==> src/rtl/mem_sched_if.sv <==
// rtl/mem_sched_if.sv - requester port bundle shared by the core and host sides of mem_sched
interface mem_sched_if #(
    parameter int AW = 16,
    parameter int DW = 8
);
    logic          req;
    logic          we;
    logic [AW-1:0] addr;
    logic [DW-1:0] wdata;
    logic          ack;
    logic [DW-1:0] rdata;

    modport master (output req, we, addr, wdata, input ack, rdata);
    modport slave  (input req, we, addr, wdata, output ack, rdata);
endinterface

==> src/rtl/mem_sched.sv <==
// rtl/mem_sched.sv - single-port RAM scheduler between core and host with cpustate gating and starvation limit
module mem_sched #(
    parameter int AW         = 16,
    parameter int DW         = 8,
    parameter int STARVE_LIM = 4
) (
    input  logic          clk,
    input  logic          rst,
    input  logic [1:0]    cpustate,
    mem_sched_if.slave    core,
    mem_sched_if.slave    host,
    output logic          ram_en,
    output logic          ram_we,
    output logic [AW-1:0] ram_addr,
    output logic [DW-1:0] ram_wdata,
    input  logic [DW-1:0] ram_rdata,
    output logic          owner,
    output logic          busy
);
    typedef enum logic [1:0] {S_IDLE, S_ISSUE, S_DONE} state_t;

    localparam logic [3:0] LIM = 4'(STARVE_LIM);

    state_t        state, state_nxt;
    logic [3:0]    streak;
    logic          core_ack_q, host_ack_q, op_we;
    logic [DW-1:0] core_hold, host_hold;
    logic          core_elig, host_elig, grant, host_win;

    always_comb begin
        core_elig = (cpustate == 2'b11) && core.req;
        host_elig = (cpustate != 2'b00) && host.req;
        host_win  = host_elig && (!core_elig || streak == LIM);
        grant     = core_elig || host_elig;
        state_nxt = state;
        case (state)
            S_IDLE:  if (grant) state_nxt = S_ISSUE;
            S_ISSUE: state_nxt = S_DONE;
            S_DONE:  state_nxt = S_IDLE;
            default: state_nxt = S_IDLE;
        endcase
    end

    always_ff @(posedge clk or negedge rst) begin
        if (!rst) state <= S_IDLE;
        else      state <= state_nxt;
    end

    always_ff @(posedge clk or negedge rst) begin
        if (!rst) begin
            ram_en     <= 1'b0;
            ram_we     <= 1'b0;
            ram_addr   <= '0;
            ram_wdata  <= '0;
            owner      <= 1'b0;
            busy       <= 1'b0;
            op_we      <= 1'b0;
            core_ack_q <= 1'b0;
            host_ack_q <= 1'b0;
            core_hold  <= '0;
            host_hold  <= '0;
            streak     <= '0;
        end else begin
            case (state)
                S_IDLE: if (grant) begin
                    owner     <= host_win;
                    ram_en    <= 1'b1;
                    busy      <= 1'b1;
                    ram_we    <= host_win ? host.we    : core.we;
                    op_we     <= host_win ? host.we    : core.we;
                    ram_addr  <= host_win ? host.addr  : core.addr;
                    ram_wdata <= host_win ? host.wdata : core.wdata;
                    // Only a core win over a waiting host counts toward starvation.
                    if (host_win || !host.req) streak <= '0;
                    else if (streak < LIM)     streak <= streak + 4'd1;
                end
                S_ISSUE: begin
                    ram_en     <= 1'b0;
                    ram_we     <= 1'b0;
                    core_ack_q <= !owner;
                    host_ack_q <= owner;
                end
                S_DONE: begin
                    core_ack_q <= 1'b0;
                    host_ack_q <= 1'b0;
                    busy       <= 1'b0;
                    if (owner) host_hold <= ram_rdata;
                    else       core_hold <= ram_rdata;
                end
                default: ;
            endcase
        end
    end

    assign core.ack   = core_ack_q;
    assign host.ack   = host_ack_q;
    // Reads complete a cycle early by passing the RAM output straight through in DONE.
    assign core.rdata = (state == S_DONE && !owner && !op_we) ? ram_rdata : core_hold;
    assign host.rdata = (state == S_DONE &&  owner && !op_we) ? ram_rdata : host_hold;
endmodule

==> src/flat_wrapper.sv <==
// flat-port wrapper written by rule: the top's interface ports become plain ports
module mem_sched_flat 
#(
    parameter int AW         = 16,
    parameter int DW         = 8,
    parameter int STARVE_LIM = 4
)
  (clk, rst, cpustate, ram_en, ram_we, ram_addr, ram_wdata, ram_rdata, owner, busy, core_req, core_we, core_addr, core_wdata, core_ack, core_rdata, host_req, host_we, host_addr, host_wdata, host_ack, host_rdata);
  mem_sched_if #(.AW(AW), .DW(DW)) core_i ();
  mem_sched_if #(.AW(AW), .DW(DW)) host_i ();
  input  logic clk;
  input  logic rst;
  input  logic [1:0] cpustate;
  output logic ram_en;
  output logic ram_we;
  output logic [AW-1:0] ram_addr;
  output logic [DW-1:0] ram_wdata;
  input  logic [DW-1:0] ram_rdata;
  output logic owner;
  output logic busy;
  input wire logic [$bits(core_i.req)-1:0] core_req;
  input wire logic [$bits(core_i.we)-1:0] core_we;
  input wire logic [$bits(core_i.addr)-1:0] core_addr;
  input wire logic [$bits(core_i.wdata)-1:0] core_wdata;
  output wire logic [$bits(core_i.ack)-1:0] core_ack;
  output wire logic [$bits(core_i.rdata)-1:0] core_rdata;
  input wire logic [$bits(host_i.req)-1:0] host_req;
  input wire logic [$bits(host_i.we)-1:0] host_we;
  input wire logic [$bits(host_i.addr)-1:0] host_addr;
  input wire logic [$bits(host_i.wdata)-1:0] host_wdata;
  output wire logic [$bits(host_i.ack)-1:0] host_ack;
  output wire logic [$bits(host_i.rdata)-1:0] host_rdata;
  assign core_i.req = core_req;
  assign core_i.we = core_we;
  assign core_i.addr = core_addr;
  assign core_i.wdata = core_wdata;
  assign core_ack = core_i.ack;
  assign core_rdata = core_i.rdata;
  assign host_i.req = host_req;
  assign host_i.we = host_we;
  assign host_i.addr = host_addr;
  assign host_i.wdata = host_wdata;
  assign host_ack = host_i.ack;
  assign host_rdata = host_i.rdata;
  mem_sched #(.AW(AW), .DW(DW), .STARVE_LIM(STARVE_LIM)) u_core (.clk(clk), .rst(rst), .cpustate(cpustate), .core(core_i), .host(host_i), .ram_en(ram_en), .ram_we(ram_we), .ram_addr(ram_addr), .ram_wdata(ram_wdata), .ram_rdata(ram_rdata), .owner(owner), .busy(busy));
endmodule
==> config.mk <==
export PLATFORM = sky130hd
export DESIGN_NAME = mem_sched_flat
export DESIGN_NICKNAME = d
export VERILOG_FILES = /design/src/rtl/mem_sched_if.sv /design/src/rtl/mem_sched.sv /design/src/flat_wrapper.sv
export SDC_FILE = /design/constraint.sdc
export NUM_CORES = 1
export LEC_CHECK = 0
export BUFFER_PORTS_ARGS = -buffer_cell sky130_fd_sc_hd__buf_2
export CAP_MARGIN = 0
export CORE_MARGIN = 2
export CORE_UTILIZATION = 43
export CTS_CLUSTER_DIAMETER = 50
export DETAILED_ROUTE_END_ITERATION = 8
export PLACE_DENSITY = 0.79
export SYNTH_ARGS = -nofsm -noshare
export SYNTH_HDL_FRONTEND = slang
export SYNTH_SLANG_ARGS = --single-unit
==> constraint.sdc <==
create_clock -name clk -period 1.74 [get_ports clk]
set_clock_uncertainty 0.1 [all_clocks]
set_input_delay 0.174 -clock clk [delete_from_list [all_inputs] [get_ports clk]]
set_output_delay 0.174 -clock clk [all_outputs]
set_load 0.01 [all_outputs]
==> results_dict.tcl, run 1 <==
set metrics [dict create \
    yosys_most_used_dff "dfrtp_1" \
    syn_to_final_growth_pct 46.3 \
    peakVddDrop_mv 0.926 \
    die_h_um 82.6 \
    fmax_ghz 0.492 \
    fin_nets 427 \
    antenna_cells 0 \
    clock_sinks 53 \
    synth_top_area_share_pct 49.9 \
    synth_area_leaders "dfrtp_1, mux2_2, mux2i_1, mux2_4, nand2_1" \
    grt_overflow 0 \
    power.leakage_nw 1.95 \
    stdcell_count 433 \
    drt_iter0_markers 71 \
    cts_buffers 5 \
    worstPathArrival_ns 1.76 \
    synth_cells 221 \
    hold_ws_ns 0.0340 \
    synth_seq_cells 53 \
    setup_viol 16 \
    drt_wl_total_mm 6.48 \
    setup_tns_ns -4.04 \
    yosysWarningCount 0 \
    drt_pre_antenna_iters 4 \
    placedInstanceArea_um2 3370 \
    clockBufferDepth 2 \
    grt_util_all_layers_pct 17.5 \
    rows 28 \
    avgSynthCellArea_um2 12.0 \
    m1WireLength_mm 2.66 \
    hp-class "input pin to flip-flop" \
    hold_violations 0 \
    vias 2143 \
    die-area_um2 6820 \
    antenna_found_initial 0 \
    wl_met2_mm 3.42 \
    port_buffers 109 \
    setup_ws_ns -0.292 \
    synth_area_um2 2660 \
    drive_above_1_share_pct 56.4 \
    drcViolationCount 0 \
    dp_hpwl_mm 4.25 \
    finalMaxSlewViolations 0 \
    yosysMostFrequentCell "dfrtp_1" \
    die_w_um 82.6 \
    worst_setup_path_start_kind "flip-flop" \
    grt_max_degree 23 \
    stdcell_area_um2 3880 \
    worstPathRequired_ns 1.47 \
    status "complete, but fails checks" \
    crit_type "flip-flop to output port" \
    top_layer_used "met4" \
    htree_levels 2 \
    tightestPinTransition_ns 0.499 \
    yosysUniqueCellTypes 36 \
    power.density_nw_per_um2 1610 \
    vias_per_cell 4.95 \
    async_reset_ff_share_pct 100 \
    start_util_pct 44.6 \
    fillers 473 \
    routed-wl-met3_um 343 \
    synth_top_area_cell "dfrtp_1" \
    period_minus_slack_ns 2.03 \
    post-place-cells 410 \
    ys_seq_area_share_pct 49.9 \
    ant_nets 0 \
    synth_edf_count 0 \
    grt_pass1_wl_mm 9.05 \
    grt_pass1_vias 2005 \
    rsz0062_at_grt "true" \
    synth_fp_nets 291 \
    coreArea_um2 5960 \
    ios 110 \
    synthTopCellsByCount "dfrtp_1, nand2_1, mux2i_1" \
    insertion_delay_ns 0.30 \
    end_kind "output port" \
    root_buffer "clkbuf_8" \
    max_cap_viol_count 0 \
    power_mw 6.24 \
    cts_tree "yes" \
    clkSlewWorstSetupHoldPaths_ns 0.10 \
    cp_max_fo 8 \
    maxSlewHeadroom_pct 66.7 \
    gp_congestion 0.742 \
    violations "negative setup slack" \
    wl_per_cell_um 15.0 \
    post-route-period-util_pct 117 \
]
## stage by stage
| step | setup slack [ns] | utilization [%] |
|---|---|---|
| 4_1_cts | -0.277 | 61.6 |
| 6_report | -0.292 | 65.2 |
| 3_5_place_dp | -0.0965 | 56.6 |
| 2_1_floorplan | 0.0465 | - |
| 3_3_place_gp | -0.0527 | 56.6 |
| 5_1_grt | -0.358 | 65.2 |
## power breakdown
group	leakage [nW]	switching, mW	internal, mW
clock network	0.0554	0.410	0.433
registers	0.648	0.321	1.81
logic	1.25	1.39	1.88
total	1.95	2.12	4.12
## per-layer routing
layer / up-vias / global-route usage, %
met4: 0 / 4.10
li1: 1046 / -
met1: 1018 / 21.7
met2: 72 / 30.5
met5: - / 0
met3: 7 / 4.67
## critical path, cell delays in order (launching register included)
cell     delay [ns]
dfrtp_1        0.40
inv_2          0.08
ha_4           0.17
nand2_4        0.06
or2_4          0.31
mux2_4         0.32
buf_6          0.12
## repair_timing
action,CTS,global route
setup endpoints to repair,20,44
setup buffers,5,6
hold buffers,1,0
gates resized for setup,22,24
cloned,1,2
pin swaps,3,4
hold endpoints to repair,20,0
## cell usage in the layout (no fill, tap or decap), types with 2 or more instances in the layout
master / n
buf_2: 93
ha_1: 3
nand2_1: 27
a21oi_1: 4
nor2_1: 7
buf_12: 4
buf_4: 19
mux2i_1: 19
nand3_1: 2
mux2_4: 16
o21ai_1: 20
buf_6: 19
clkbuf_8: 5
a22o_1: 2
mux2i_2: 6
o21ai_0: 7
inv_2: 3
inv_1: 4
mux2_2: 18
ha_4: 3
clkbuf_16: 2
dfrtp_1: 53
## state kept, by name, summed over array words and instances (netlist names)
signal / count
u_core.owner: 1
u_core.ram_wdata: 8
u_core.ram_addr: 16
u_core.ram_we: 1
u_core.host_hold: 8
u_core.streak: 4
u_core.core.ack: 1
u_core.state: 2
u_core.host.ack: 1
u_core.core_hold: 8
u_core.op_we: 1
u_core.busy: 1
u_core.ram_en: 1
## cell families (layout without fill, tap and decap cells)
| group | after synthesis | count (layout) | share of synthesized area [%] |
|---|---|---|---|
| AO/OA/AOI/OAI | 41 | 41 | 9.14 |
| adder cells (fa/ha/maj) | 6 | 6 | 2.83 |
| buffers and inverters | 17 | 154 | 4.52 |
| flip-flops | 53 | 53 | 49.9 |
| multiplexers | 59 | 59 | 25.0 |
| AND/OR/NAND/NOR | 45 | 45 | 8.62 |
## area by class of cell
| type | instances | area (um^2) | area share [%] |
|---|---|---|---|
| Tap cell | 75 | 93.8 | 2.42 |
| Timing Repair Buffer | 139 | 990 | 25.5 |
| Clock buffer | 6 | 72.6 | 1.87 |
| Inverter | 7 | 26.3 | 0.676 |
| Clock inverter | 2 | 38.8 | 0.998 |
| Sequential cell | 53 | 1330 | 34.1 |
| Multi-Input combinational cell | 151 | 1340 | 34.4 |
## final timing paths
check                      slack (ns)  cells after the start                             from                               to
min in group asynchronous        0.29                      2                              rst  u_core.host_hold[2]$_DFFE_PN0N_
hold reg to reg                  0.38                      2  u_core.ram_addr[10]$_DFFE_PN0P_  u_core.ram_addr[10]$_DFFE_PN0P_
hold / removal                   0.03                      3                    core_wdata[3]  u_core.ram_wdata[3]$_DFFE_PN0P_
setup / recovery                -0.29                      6      u_core.state[0]$_DFFE_PN0P_                    host_rdata[5]
setup reg to reg                 0.03                      8     u_core.streak[1]$_DFFE_PN0P_  u_core.ram_addr[15]$_DFFE_PN0P_
max in group asynchronous        0.62                      3                              rst  u_core.ram_addr[10]$_DFFE_PN0P_
No activity file was read; power rests on OpenSTA's default activity.
==> inputs of run 2 (changes only) <==
- SETUP_SLACK_MARGIN: default -> 0.15
==> results_dict.tcl, run 2 (synthesized netlist as in run 1, its figures left out) <==
set metrics [dict create \
    status "complete, but fails checks" \
    violations "negative setup slack" \
    worstPathArrival_ns 1.75 \
    vias 2140 \
    hp-class "input pin to flip-flop" \
    syn_to_final_growth_pct 49.9 \
    grt_max_degree 54 \
    fmax_ghz 0.493 \
    coreArea_um2 5960 \
    cts_tree "yes" \
    antenna_found_initial 0 \
    ant_nets 0 \
    rr_startpoint "u_core.streak[0]$_DFFE_PN0P_" \
    grt_pass1_vias 2049 \
    drt_iter0_markers 56 \
    grt_pass1_wl_mm 9.46 \
    setup_viol 24 \
    cp-endpoint "host_rdata[1]" \
    power.density_nw_per_um2 1590 \
    crit_family "flip-flops" \
    rsz0062_at_grt "true" \
    peakVddDrop_mv 0.910 \
    cpPeakStageDelay_ns 0.40 \
    dp_hpwl_mm 4.19 \
    power_mw 6.32 \
    cp_max_fo 8 \
    worst-path-stages 6 \
    drcViolationCount 0 \
    place_ws_ns -0.131 \
    final_cell_mix "buf_2, dfrtp_1, nand2_1" \
    worstPathRequired_ns 1.47 \
    finalMaxSlewViolations 0 \
    rows 28 \
    hold_ws_ns 0.0340 \
    worstPathCellList "inv_2 > ha_4 > nand2_4 > or2_4 > mux2_4 > buf_6" \
    die-area_um2 6820 \
    clkSlewWorstSetupHoldPaths_ns 0.10 \
    vias_per_cell 4.94 \
    grt_overflow 0 \
    crit_type "flip-flop to output port" \
    fin_nets 427 \
    timing.rr.end "u_core.ram_we$_DFFE_PN0P_" \
    placedInstanceArea_um2 3410 \
    insertion_delay_ns 0.30 \
    end_kind "output port" \
    largest_register "u_core.ram_addr" \
    tightestPinTransition_ns 0.313 \
    min_from "core_wdata[3]" \
    maxSlewHeadroom_pct 79.1 \
    ios 110 \
    rrSetupSlack_ns -0.03 \
    clockBufferDepth 2 \
    final_util_pct 66.9 \
    wl_per_cell_um 14.3 \
    worst_setup_path_start_kind "flip-flop" \
    rr_worst_depth 8 \
    die_w_um 82.6 \
    setup_tns_ns -4.02 \
    critical_path.n_buffers_inverters 2 \
    htree_levels 2 \
    crit_start "u_core.state[0]$_DFFE_PN0P_" \
    clock_sinks 53 \
    start_util_pct 44.6 \
    stdcell_area_um2 3980 \
    setup_ws_ns -0.287 \
    max_cap_viol_count 0 \
    grt_util_all_layers_pct 18.2 \
    final_common_cell "buf_2" \
    root_buffer "clkbuf_8" \
    gp_congestion 0.697 \
    die_h_um 82.6 \
    largest_reg_flops 16 \
    port_buffers 109 \
    drt_wl_total_mm 6.18 \
    drt_pre_antenna_iters 5 \
    hold_violations 0 \
    post-route-period-util_pct 116 \
    antenna_cells 0 \
    slowest_stage "dfrtp_1" \
    post-place-cells 409 \
    drive_above_1_share_pct 56.7 \
    stdcell_count 433 \
    power.leakage_nw 2.01 \
    cts_buffers 5 \
    fillers 453 \
    period_minus_slack_ns 2.03 \
]
run 2: power breakdown:
group | switching, mW | total, mW | leakage (nW) | internal (mW)
sequential | 0.320 | 2.13 | 0.648 | 1.81
clock | 0.397 | 0.865 | 0.0574 | 0.468
combinational | 1.40 | 3.33 | 1.30 | 1.93
total | 2.11 | 6.32 | 2.01 | 4.21
run 2: timing repair:
item / in CTS / in global routing
gates resized for setup: 34 / 25
hold buffers: 1 / 0
pin swaps: 4 / 5
endpoints found under the setup margin: 44 / 47
endpoints found under the hold margin: 53 / 0
setup buffers: 8 / 4
gates cloned: 2 / 1
run 2: worst min-delay path by stage:
stage / end / depth (start not counted)
after floorplan: u_core.busy$_DFFE_PN0P_ / 0
after global placement: u_core.host_hold[3]$_DFFE_PN0N_ / 2
after detailed placement: u_core.host_hold[3]$_DFFE_PN0N_ / 2
after CTS: u_core.ram_wdata[0]$_DFFE_PN0P_ / 3
after global routing: u_core.ram_wdata[5]$_DFFE_PN0P_ / 3
final: u_core.ram_wdata[3]$_DFFE_PN0P_ / 3
run 2: worst min-delay path: cells and delay by family:
kind | cells | cell delay [ns]
AO/OA/AOI/OAI | 1 | 0.10
buffers and inverters | 1 | 0.07
multiplexers | 1 | 0.05
run 2: per-layer routing:
layer	up-vias	track usage, %	routed length (um)
met5	-	0	0
met1	1017	21.0	2570
met2	73	34.0	3240
met3	4	5.00	350
li1	1046	-	-
met4	0	2.95	25
run 2: cell type report:
| class | instances | area (um^2) | area share, % |
|---|---|---|---|
| Sequential cell | 53 | 1330 | 33.3 |
| Timing Repair Buffer | 139 | 1030 | 25.9 |
| Clock inverter | 2 | 37.5 | 0.943 |
| Clock buffer | 6 | 82.6 | 2.07 |
| Tap cell | 75 | 93.8 | 2.36 |
| Inverter | 7 | 26.3 | 0.660 |
| Multi-Input combinational cell | 151 | 1380 | 34.7 |
